## src/rtl/inference_sequencer.sv

```systemverilog
// Job-level sequencer for the systolic inference datapath: loads N weight rows,
// streams the job's input rows, drains the pipeline and forwards result rows.
module inference_sequencer #(
  parameter int unsigned N            = 8,
  parameter int unsigned DATA_W       = 64,
  parameter int unsigned CNT_W        = 7,
  parameter int unsigned DRAIN_CYCLES = 24
) (
  input  logic              clk,
  input  logic              n_rst,
  input  logic              cmd_start,
  input  logic [CNT_W-1:0]  cmd_num_inputs,
  input  logic [1:0]        cmd_mode,
  input  logic [DATA_W-1:0] cmd_bias,
  output logic              busy,
  output logic              done,
  output logic              err,
  input  logic              src_valid,
  input  logic [DATA_W-1:0] src_data,
  output logic              src_ready,
  output logic              dp_start_weights,
  output logic              dp_start_array,
  output logic              dp_enable,
  output logic [DATA_W-1:0] dp_systolic_data,
  output logic [DATA_W-1:0] dp_bias_vec,
  output logic [1:0]        dp_activation_mode,
  input  logic              dp_activated,
  input  logic [DATA_W-1:0] dp_activations,
  output logic              res_valid,
  output logic [DATA_W-1:0] res_data
);

  localparam int unsigned W_CNT_W = $clog2(N + 1);
  localparam int unsigned D_CNT_W = $clog2(DRAIN_CYCLES + 1);

  typedef enum logic [2:0] {IDLE, W_WAIT, W_LOAD, STREAM, DRAIN, FIN} state_t;

  state_t             state;
  logic [W_CNT_W-1:0] w_cnt;
  logic [CNT_W-1:0]   i_cnt;
  logic [CNT_W-1:0]   r_cnt;
  logic [CNT_W-1:0]   num_inputs;
  logic [D_CNT_W-1:0] d_cnt;

  logic in_wload, in_stream, in_drain, counting;

  assign in_wload  = (state == W_LOAD);
  assign in_stream = (state == STREAM);
  assign in_drain  = (state == DRAIN);
  assign counting  = in_stream || in_drain || (state == FIN);

  // Datapath strobes qualify the row being handed over in this same cycle, so
  // they decode state/counters together with the live source handshake.
  assign dp_enable        = ((in_wload || in_stream) && src_valid) || in_drain;
  assign dp_systolic_data = (in_wload || (in_stream && src_valid)) ? src_data : '0;
  assign dp_start_weights = in_wload && (w_cnt == '0);
  assign dp_start_array   = in_stream && src_valid && (i_cnt == '0);

  always_ff @(posedge clk or posedge n_rst) begin
    if (n_rst) begin
      state              <= IDLE;
      busy               <= 1'b0;
      done               <= 1'b0;
      err                <= 1'b0;
      src_ready          <= 1'b0;
      w_cnt              <= '0;
      i_cnt              <= '0;
      d_cnt              <= '0;
      num_inputs         <= '0;
      dp_bias_vec        <= '0;
      dp_activation_mode <= '0;
    end else begin
      done <= 1'b0;
      case (state)
        IDLE: begin
          if (cmd_start) begin
            num_inputs         <= cmd_num_inputs;
            dp_bias_vec        <= cmd_bias;
            dp_activation_mode <= cmd_mode;
            err                <= 1'b0;
            busy               <= 1'b1;
            state              <= W_WAIT;
          end
        end
        W_WAIT: begin
          if (src_valid) begin
            w_cnt     <= '0;
            src_ready <= 1'b1;
            state     <= W_LOAD;
          end
        end
        W_LOAD: begin
          // Weight loading cannot pause: a missing row aborts the job.
          if (!src_valid) begin
            err       <= 1'b1;
            done      <= 1'b1;
            busy      <= 1'b0;
            src_ready <= 1'b0;
            state     <= IDLE;
          end else if (w_cnt == W_CNT_W'(N - 1)) begin
            w_cnt <= '0;
            if (num_inputs == '0) begin
              src_ready <= 1'b0;
              done      <= 1'b1;
              state     <= FIN;
            end else begin
              i_cnt <= '0;
              state <= STREAM;
            end
          end else begin
            w_cnt <= w_cnt + W_CNT_W'(1);
          end
        end
        STREAM: begin
          if (src_valid) begin
            if (i_cnt == num_inputs - CNT_W'(1)) begin
              d_cnt     <= '0;
              src_ready <= 1'b0;
              state     <= DRAIN;
            end else begin
              i_cnt <= i_cnt + CNT_W'(1);
            end
          end
        end
        DRAIN: begin
          d_cnt <= d_cnt + D_CNT_W'(1);
          if (r_cnt == num_inputs) begin
            done  <= 1'b1;
            state <= FIN;
          end else if (d_cnt == D_CNT_W'(DRAIN_CYCLES - 1)) begin
            err   <= 1'b1;
            done  <= 1'b1;
            state <= FIN;
          end
        end
        FIN: begin
          busy  <= 1'b0;
          state <= IDLE;
        end
        default: begin
          busy      <= 1'b0;
          src_ready <= 1'b0;
          state     <= IDLE;
        end
      endcase
    end
  end

  // Result forwarding; only rows arriving after weight load count toward the job.
  always_ff @(posedge clk or posedge n_rst) begin
    if (n_rst) begin
      res_valid <= 1'b0;
      res_data  <= '0;
      r_cnt     <= '0;
    end else begin
      res_valid <= (state != IDLE) && dp_activated;
      if ((state != IDLE) && dp_activated) begin
        res_data <= dp_activations;
      end
      if ((state == IDLE) && cmd_start) begin
        r_cnt <= '0;
      end else if (counting && dp_activated && (r_cnt != num_inputs)) begin
        r_cnt <= r_cnt + CNT_W'(1);
      end
    end
  end

endmodule

```

## config.mk

```make
export PLATFORM = sky130hd
export DESIGN_NAME = inference_sequencer
export DESIGN_NICKNAME = d
export VERILOG_FILES = /design/src/rtl/inference_sequencer.sv
export SDC_FILE = /design/constraint.sdc
export NUM_CORES = 1
export LEC_CHECK = 0
export CORE_AREA = 2 2 156 158
export CTS_BUF_LIST = sky130_fd_sc_hd__clkbuf_4 sky130_fd_sc_hd__clkbuf_8 sky130_fd_sc_hd__clkbuf_16
export DETAILED_ROUTE_END_ITERATION = 7
export DIE_AREA = 0 0 158 160
export PLACE_DENSITY = 0.68
export SLEW_MARGIN = 0
export SYNTH_ARGS = -nofsm -noshare
export SYNTH_HDL_FRONTEND = slang
export SYNTH_SLANG_ARGS = --single-unit
```

## constraint.sdc

```tcl
create_clock -name clk -period 14.3 [get_ports clk]
set_input_delay 1.43 -clock clk [delete_from_list [all_inputs] [get_ports clk]]
set_output_delay 1.43 -clock clk [all_outputs]
set_load 0.005 [all_outputs]
```

==> flow_summary.json, run 1 <==
{
  "cts_max_level": 4,
  "fp.dieW_um": 158,
  "drt_pass1_iterations": 4,
  "final_common_cell": "clkdlybuf4s50_1",
  "syn_to_final_growth_pct": 66.2,
  "max-cap-violations": 0,
  "rsz0062_at_grt": "no",
  "fmax_mhz": 188,
  "ys_warn_count": 0,
  "ys_ff_latch": 168,
  "drt_wl_total_um": 23100,
  "grt_pass1_wl_um": 36400,
  "start_util_pct": 31.7,
  "synth_edf_count": 0,
  "place_ws_ns": 9.00,
  "grt_use_met1_pct": 21.9,
  "io_pins": 408,
  "port_buffers": 407,
  "maxSlewViolCount": 0,
  "die_y_um": 160,
  "netlist.area_leader.share_pct": 55.7,
  "gr-usage-met2_pct": 30.4,
  "finalPower_uw": 2410,
  "cts_tree": "yes",
  "clockBufferDepth": 2,
  "ir_drop_v": 0.0000923,
  "grtUsageMet3_pct": 7.11,
  "cts.sinks": 168,
  "ys_seq_area_share_pct": 55.7,
  "end_kind": "primary output",
  "vias": 6712,
  "critPathKind": "in2out",
  "worst-endpoint-required_ns": 12.87,
  "avgSynthCellArea_um2": 10.2,
  "hold_viol": 0,
  "rows": 57,
  "syn_area_um2": 7550,
  "status": "complete, no violations",
  "fin_crit_sh_pct": 37.3,
  "grt_max_degree": 101,
  "dp_hpwl_um": 16800,
  "clk_pin_slew_ns": 0.07,
  "drc": 0,
  "clk_latency_ns": 0.43,
  "antennaDiodeCount": 0,
  "setup_ws_ns": 8.97,
  "fin_nets": 1345,
  "ys_types": 51,
  "grt_pass1_vias": 6745,
  "first_iter_violations": 288,
  "finalNonFillerCells": 1469,
  "cts_resized": 0,
  "core_um2": 23800,
  "start_kind": "primary input",
  "wl_per_cell_um": 15.8,
  "path_max_fanout": 7,
  "grt_busiest_layer": "met2",
  "antenna_found_initial": 0,
  "synth_ff_type": "dfrtp_1",
  "layout_common_cells": "clkdlybuf4s50_1, nand2_1, dfrtp_1",
  "hp-class": "reg2reg",
  "synthTopCellsByArea": "dfrtp_1, nand2_1, mux2_2, and2_1, xnor2_1",
  "netlist.top_cell.by_area": "dfrtp_1",
  "p_per_area_nw_per_um2": 192,
  "fin_crit_ns": 5.33,
  "track_usage_pct": 18.3,
  "ys_async_sr_fraction_pct": 100,
  "leakagePower_uw": 0.00535,
  "tightest_slew_ns": 1.02,
  "final_layout_size_suffix_gt1_share_pct": 10.8,
  "dpl.cell_count": 1437,
  "skew_ns": 0.0124,
  "syn_nets": 953,
  "tns_ns": 0,
  "cts_buffers": 17,
  "postCtsSetupBuffers": 0,
  "dieArea_um2": 25300,
  "slew_headroom_pct": 31.7,
  "holdBufCountCts": 0,
  "detail-route-antenna-nets": 0,
  "grt-ovfl-total": 0,
  "synth_cells": 740,
  "cts-root-buf": "clkbuf_16",
  "setup_viol": 0,
  "place_congestion": 0.837,
  "viasPerCell": 4.57,
  "worstPathArrival_ns": 3.90
}
## flip-flops by register name, summed over array words and instances, names as in the netlist
| register | cells |
|---|---|
| res_data | 64 |
| done | 1 |
| err | 1 |
| dp_bias_vec | 64 |
| r_cnt | 7 |
| w_cnt | 4 |
| d_cnt | 5 |
| state | 3 |
| busy | 1 |
| res_valid | 1 |
| i_cnt | 7 |
| num_inputs | 7 |
| src_ready | 1 |
| dp_activation_mode | 2 |
## synthesized netlist by cell type, drive strengths merged, types with 2 or more instances
| cell | n |
|---|---|
| nor2b | 4 |
| o21ai | 20 |
| o221ai | 2 |
| xnor2 | 15 |
| o22ai | 2 |
| mux2 | 70 |
| and2 | 67 |
| buf | 12 |
| a31oi | 2 |
| or2 | 6 |
| inv | 14 |
| nor2 | 20 |
| nand2 | 222 |
| a21oi | 11 |
| or3 | 7 |
| or4 | 2 |
| nand3 | 10 |
| clkbuf | 26 |
| o211ai | 2 |
| mux2i | 2 |
| dfrtp | 168 |
| xor2 | 4 |
| ha | 7 |
| nand4 | 4 |
| o31ai | 7 |
| o311ai | 7 |
| nand2b | 2 |
| nor3 | 8 |
| nor4 | 2 |
## routing by layer
layer	share of wire [%]	routed length [um]	vias up
met5	0	0	-
met4	1.7	398	0
met3	9.6	2220	25
met2	48	11100	266
met1	41	9430	3208
li1	-	-	3213
## critical path: stages
cell,delay (ns)
clkdlybuf4s50_1,0.59
inv_1,0.19
nor2_1,0.44
nand3_1,0.30
nor4bb_1,0.38
clkdlybuf4s50_1,0.57
## cell families (layout without fill, tap and decap cells)
family	count (synthesis)	after routing	share of synthesized area, %
flip-flops	168	168	55.7
adder cells (fa/ha/maj)	7	7	1.16
AO/OA/AOI/OAI	61	61	5.50
AND/OR/NAND/NOR	360	360	21.9
buffers and inverters	53	458	2.85
multiplexers	72	72	10.7
XOR/XNOR	19	19	2.20
## stage by stage
| stage | utilization, % | instance area (um2) | hold slack [ns] |
|---|---|---|---|
| floorplan | - | 7550 | 0.452 |
| global placement | 50.1 | 11900 | 0.456 |
| detailed placement | 50.1 | 11900 | 0.462 |
| CTS | 52.7 | 12600 | 0.480 |
| global route | 52.7 | 12600 | 0.489 |
| finish | 52.7 | 12600 | 0.475 |
## power breakdown
part	total, uW	internal [uW]	switching [uW]
sequential	847	690	157
clock	472	242	230
combinational	1100	676	419
total	2410	1610	806
## worst paths after layout
kind,start,to,slack (ns),cells past startpoint
hold / removal,res_data[26]$_DFFE_PP0P_,res_data[26]$_DFFE_PP0P_,0.48,2
min in group asynchronous,n_rst,dp_bias_vec[46]$_DFFE_PP0P_,1.57,2
setup reg to reg,num_inputs[0]$_DFFE_PP0P_,i_cnt[5]$_DFFE_PP0P_,11.42,8
setup / recovery,src_valid,dp_start_array,8.97,6
hold reg to reg,res_data[26]$_DFFE_PP0P_,res_data[26]$_DFFE_PP0P_,0.48,2
max in group asynchronous,n_rst,dp_bias_vec[12]$_DFFE_PP0P_,11.25,3
## cell type report
cell class | instances | area (um2)
Clock inverter | 14 | 179
Inverter | 15 | 61.3
Fill cell | 2178 | 11300
Tap cell | 324 | 405
Multi-Input combinational cell | 519 | 3160
Clock buffer | 18 | 439
Sequential cell | 168 | 4200
Timing Repair Buffer | 411 | 4100
No activity file was read; power rests on OpenSTA's default activity.
==> run 2: changes to the inputs <==
--- a/config.mk
+++ b/config.mk
@@ -5,11 +5,11 @@
 export SDC_FILE = /design/constraint.sdc
 export NUM_CORES = 1
 export LEC_CHECK = 0
-export CORE_AREA = 2 2 156 158
+export CORE_AREA = 2 2 160 162
 export CTS_BUF_LIST = sky130_fd_sc_hd__clkbuf_4 sky130_fd_sc_hd__clkbuf_8 sky130_fd_sc_hd__clkbuf_16
 export DETAILED_ROUTE_END_ITERATION = 7
-export DIE_AREA = 0 0 158 160
-export PLACE_DENSITY = 0.68
+export DIE_AREA = 0 0 162 164
+export PLACE_DENSITY = 0.65
 export SLEW_MARGIN = 0
 export SYNTH_ARGS = -nofsm -noshare
 export SYNTH_HDL_FRONTEND = slang
==> constraint.sdc (replaced) <==
create_clock -name clk -period 5.4 [get_ports clk]
set_input_delay 0.54 -clock clk [delete_from_list [all_inputs] [get_ports clk]]
set_output_delay 0.54 -clock clk [all_outputs]
set_load 0.005 [all_outputs]
==> flow_summary.json, run 2 (synthesis gave the netlist of run 1 again) <==
{
  "status": "complete, no violations",
  "path_cells": "clkdlybuf4s50_1 -> inv_1 -> a21oi_4 -> and2_1 -> clkdlybuf4s50_1",
  "cts.sinks": 168,
  "grt_pass1_wl_um": 35500,
  "dieArea_um2": 26600,
  "ir_drop_v": 0.000262,
  "fp.dieW_um": 162,
  "reg.largest.list": "dp_bias_vec x64, res_data x64",
  "max_stage_delay_ns": 0.86,
  "maxSlewViolCount": 0,
  "routed.top_layer": "met4",
  "worstPathArrival_ns": 2.96,
  "path_delay_family": "buffers and inverters",
  "cts_tree": "yes",
  "worst-endpoint-required_ns": 4.86,
  "grt-ovfl-total": 0,
  "crit_end": "dp_systolic_data[5]",
  "post-route-util_pct": 50.5,
  "start_kind": "primary input",
  "setup_ws_ns": 1.90,
  "wl_per_cell_um": 15.7,
  "critPathKind": "in2out",
  "r2r_setup_slack_ns": 2.65,
  "track_usage_pct": 17.0,
  "holdBufCountCts": 0,
  "fin_crit_sh_pct": 64.8,
  "drt_wl_total_um": 23200,
  "drt_pass1_iterations": 4,
  "start_util_pct": 30.4,
  "wl_met3_um": 2130,
  "antennaDiodeCount": 0,
  "fill_cells": 2307,
  "clockBufferDepth": 2,
  "viasPerCell": 4.48,
  "rows": 58,
  "clk_latency_ns": 0.43,
  "cts_buffers": 17,
  "fmax_mhz": 286,
  "postCtsSetupBuffers": 0,
  "final_common_cell": "clkdlybuf4s50_1",
  "path_max_fanout": 64,
  "dp_hpwl_um": 17300,
  "detail-route-antenna-nets": 0,
  "final_layout_size_suffix_gt1_share_pct": 10.9,
  "hp-class": "reg2reg",
  "wl_met2_um": 11800,
  "tns_ns": 0,
  "fin_crit_ns": 3.50,
  "grt_max_degree": 83,
  "antenna_found_initial": 0,
  "max-cap-violations": 0,
  "fin_nets": 1346,
  "io_pins": 408,
  "r2r_cells": 8,
  "met1Wirelength_um": 9000,
  "skew_ns": 0.0186,
  "worstSetupStartpoint": "src_valid",
  "cts_max_level": 4,
  "die_y_um": 164,
  "core_um2": 24800,
  "syn_to_final_growth_pct": 66.2,
  "rr_endpoint": "i_cnt[4]$_DFFE_PP0P_",
  "port_buffers": 407,
  "first_iter_violations": 219,
  "rsz0062_at_grt": "no",
  "r2r-start": "num_inputs[0]$_DFFE_PP0P_",
  "end_kind": "primary output",
  "vias": 6609,
  "crit_cells": 5,
  "place_congestion": 0.773,
  "cpMostUsedCell": "clkdlybuf4s50_1",
  "cts-root-buf": "clkbuf_16",
  "clk_pin_slew_ns": 0.07,
  "setup_viol": 0,
  "place_ws_ns": 1.86,
  "grt_pass1_vias": 6571,
  "cts_resized": 0,
  "worst-path-buf-inv": 3,
  "hold_viol": 0,
  "slew_headroom_pct": 28.8,
  "leakagePower_uw": 0.00536,
  "layout_common_cells": "clkdlybuf4s50_1, nand2_1, dfrtp_1",
  "tightest_slew_ns": 1.07,
  "slowest_stage": "a21oi_4",
  "drc": 0,
  "p_per_area_nw_per_um2": 507
}
[run 2: layout make-up]
class                   count  area, um2  area share (%)
flip-flops and latches    168       4200            33.5
multi-input cells         519       3160            25.2
clock buffers              19        447            3.56
inverters                  15       61.3           0.489
well taps                 330        413            3.29
clock inverters            13        151            1.21
repair buffers            412       4110            32.8
[run 2: how the worst min path moves through the flow]
stage,startpoint,end,slack [ns],cells after the start
6_report,res_data[55]$_DFFE_PP0P_,res_data[55]$_DFFE_PP0P_,0.47,2
2_1_floorplan,w_cnt[3]$_DFFE_PP0P_,w_cnt[3]$_DFFE_PP0P_,0.45,1
3_5_place_dp,res_data[63]$_DFFE_PP0P_,res_data[63]$_DFFE_PP0P_,0.46,2
3_3_place_gp,res_data[45]$_DFFE_PP0P_,res_data[45]$_DFFE_PP0P_,0.46,2
4_1_cts,res_data[63]$_DFFE_PP0P_,res_data[63]$_DFFE_PP0P_,0.48,2
5_1_grt,res_data[53]$_DFFE_PP0P_,res_data[53]$_DFFE_PP0P_,0.49,2
[run 2: routing by layer]
metal	global-route usage, %	up-vias
met3	6.21	11
li1	-	3230
met2	29.6	257
met4	4.47	0
met1	20.0	3111
met5	0	-
[run 2: tightest hold or removal path, stage by stage (launching register included)]
cell     delay, ns
dfrtp_1       0.34
nand2_1       0.05
nand2_1       0.05
[run 2: through the flow]
stage               area (um2)  cells  hold WS [ns]  power (uW)
floorplan                 7550    740         0.452        3450
global placement         11900   1444         0.457        5140
detailed placement       11900   1444         0.462        5200
CTS                      12500   1476         0.479        6460
global route             12500   1476         0.489        6800
finish                   12500   1476         0.474        6360
[run 2: power by group]
part / switching [uW] / internal (uW) / total, uW
combinational: 1110 / 1790 / 2900
clock: 589 / 639 / 1230
sequential: 409 / 1830 / 2240
total: 2110 / 4260 / 6360
==> run 3: changes to the inputs <==
--- a/config.mk
+++ b/config.mk
@@ -5,11 +5,11 @@
 export SDC_FILE = /design/constraint.sdc
 export NUM_CORES = 1
 export LEC_CHECK = 0
-export CORE_AREA = 2 2 160 162
+export CORE_AREA = 2 2 157 159
 export CTS_BUF_LIST = sky130_fd_sc_hd__clkbuf_4 sky130_fd_sc_hd__clkbuf_8 sky130_fd_sc_hd__clkbuf_16
 export DETAILED_ROUTE_END_ITERATION = 7
-export DIE_AREA = 0 0 162 164
-export PLACE_DENSITY = 0.65
+export DIE_AREA = 0 0 159 161
+export PLACE_DENSITY = 0.7
 export SLEW_MARGIN = 0
 export SYNTH_ARGS = -nofsm -noshare
 export SYNTH_HDL_FRONTEND = slang
==> constraint.sdc (replaced) <==
create_clock -name clk -period 3.2 [get_ports clk]
set_input_delay 0.32 -clock clk [delete_from_list [all_inputs] [get_ports clk]]
set_output_delay 0.32 -clock clk [all_outputs]
set_load 0.005 [all_outputs]
==> flow_summary.json, run 3 (synthesis gave the netlist of run 1 again) <==
{
  "status": "complete, no violations",
  "max-cap-violations": 0,
  "setup_viol": 0,
  "hold_viol": 0,
  "post-route-util_pct": 52.9,
  "drc": 0,
  "vias": 6718,
  "worstPathArrival_ns": 2.61,
  "grt_pass1_vias": 6753,
  "fmax_mhz": 341,
  "leakagePower_uw": 0.00541,
  "io_pins": 408,
  "fin_crit_ns": 2.93,
  "ir_drop_v": 0.000452,
  "p_per_area_nw_per_um2": 864,
  "track_usage_pct": 17.8,
  "start_util_pct": 31.5,
  "clockBufferDepth": 2,
  "rows": 57,
  "r2r_setup_slack_ns": 0.54,
  "tightest_slew_ns": 0.778,
  "fin_nets": 1351,
  "layout_common_cells": "clkdlybuf4s50_1, nand2_1, dfrtp_1",
  "cts-root-buf": "clkbuf_16",
  "tns_ns": 0,
  "worst-endpoint-required_ns": 2.88,
  "first_iter_violations": 236,
  "fill_cells": 2213,
  "grt-ovfl-total": 0,
  "holdBufCountCts": 0,
  "slew_headroom_pct": 48.1,
  "dieArea_um2": 25600,
  "postLayoutCellArea_um2": 12700,
  "fp.dieW_um": 159,
  "grt_max_degree": 85,
  "skew_ns": 0.0133,
  "hp-class": "in2async",
  "dpl_cell_area_um2": 12000,
  "r2r_cells": 8,
  "antenna_found_initial": 1,
  "maxSlewViolCount": 0,
  "start_kind": "flop",
  "clk_latency_ns": 0.43,
  "cts_buffers": 17,
  "cts_max_level": 4,
  "fin_crit_sh_pct": 91.6,
  "path_max_fanout": 64,
  "port_buffers": 407,
  "viasPerCell": 4.55,
  "syn_to_final_growth_pct": 67.8,
  "r2r-start": "num_inputs[0]$_DFFE_PP0P_",
  "wl_per_cell_um": 15.8,
  "fin_hold_ws_ns": 0.188,
  "cts_tree": "yes",
  "detail-route-antenna-nets": 0,
  "worstSetupStartpoint": "state[1]$_DFFE_PP0P_",
  "cts_resized": 0,
  "place_congestion": 0.832,
  "grt_pass1_wl_um": 36400,
  "clk_pin_slew_ns": 0.07,
  "final_common_cell": "clkdlybuf4s50_1",
  "critPathKind": "reg2out",
  "rr_endpoint": "i_cnt[5]$_DFFE_PP0P_",
  "postCtsSetupBuffers": 0,
  "drt_wl_total_um": 23300,
  "die_y_um": 161,
  "core_um2": 24000,
  "final_layout_size_suffix_gt1_share_pct": 11.3,
  "dp_hpwl_um": 17200,
  "drt_pass1_iterations": 4,
  "end_kind": "primary output",
  "reg.largest.list": "dp_bias_vec x64, res_data x64",
  "rsz0062_at_grt": "no",
  "cts.sinks": 168,
  "crit_end": "dp_systolic_data[35]"
}
[run 3: worst max-delay path: stages, from the launching register on]
cell and delay, ns:
dfrtp_1 0.71, nand2b_1 0.21, a21oi_4 0.14, buf_4 0.39
and2_1 0.20, clkdlybuf4s50_1 0.51
[run 3: routing by layer]
layer  part of all wire (%)  global-route usage [%]  vias up
met4                    1.8                    5.58        0
met2                     50                    30.6      262
met3                    8.9                    7.09       20
met5                      0                       0        -
li1                       -                       -     3230
met1                     39                    20.5     3206
[run 3: how the worst min path moves through the flow]
stage | depth (start not counted) | start | slack, ns | endpoint
5_1_grt | 2 | n_rst | 0.17 | dp_bias_vec[58]$_DFFE_PP0P_
6_report | 2 | n_rst | 0.19 | dp_bias_vec[58]$_DFFE_PP0P_
3_3_place_gp | 2 | res_data[28]$_DFFE_PP0P_ | 0.46 | res_data[28]$_DFFE_PP0P_
4_1_cts | 2 | n_rst | 0.18 | dp_bias_vec[55]$_DFFE_PP0P_
2_1_floorplan | 2 | dp_activations[0] | 0.43 | res_data[0]$_DFFE_PP0P_
3_5_place_dp | 2 | res_data[55]$_DFFE_PP0P_ | 0.46 | res_data[55]$_DFFE_PP0P_
[run 3: final cells by class]
type                            count  area [um2]  share of cell area [%]
Antenna cell                        1        2.50                  0.0198
Clock buffer                       18         439                    3.47
Clock inverter                     14         210                    1.66
Inverter                           15        60.1                   0.474
Multi-Input combinational cell    519        3160                    24.9
Sequential cell                   168        4200                    33.2
Tap cell                          324         405                    3.20
Timing Repair Buffer              417        4190                    33.1
[run 3: power by group]
part	internal [uW]	switching, uW	total [uW]	leakage [uW]
clock	1230	996	2220	0.000314
combinational	3050	1910	4960	0.00306
sequential	3080	680	3760	0.00204
total	7370	3580	10900	0.00541
[run 3: stage by stage]
stage	power, uW	setup slack, ns	std cells
6_report	10900	0.269	1476
4_1_cts	11100	0.259	1475
3_5_place_dp	8810	0.528	1443
2_1_floorplan	5830	0.739	740
5_1_grt	11700	0.0628	1476
3_3_place_gp	8700	0.567	1443
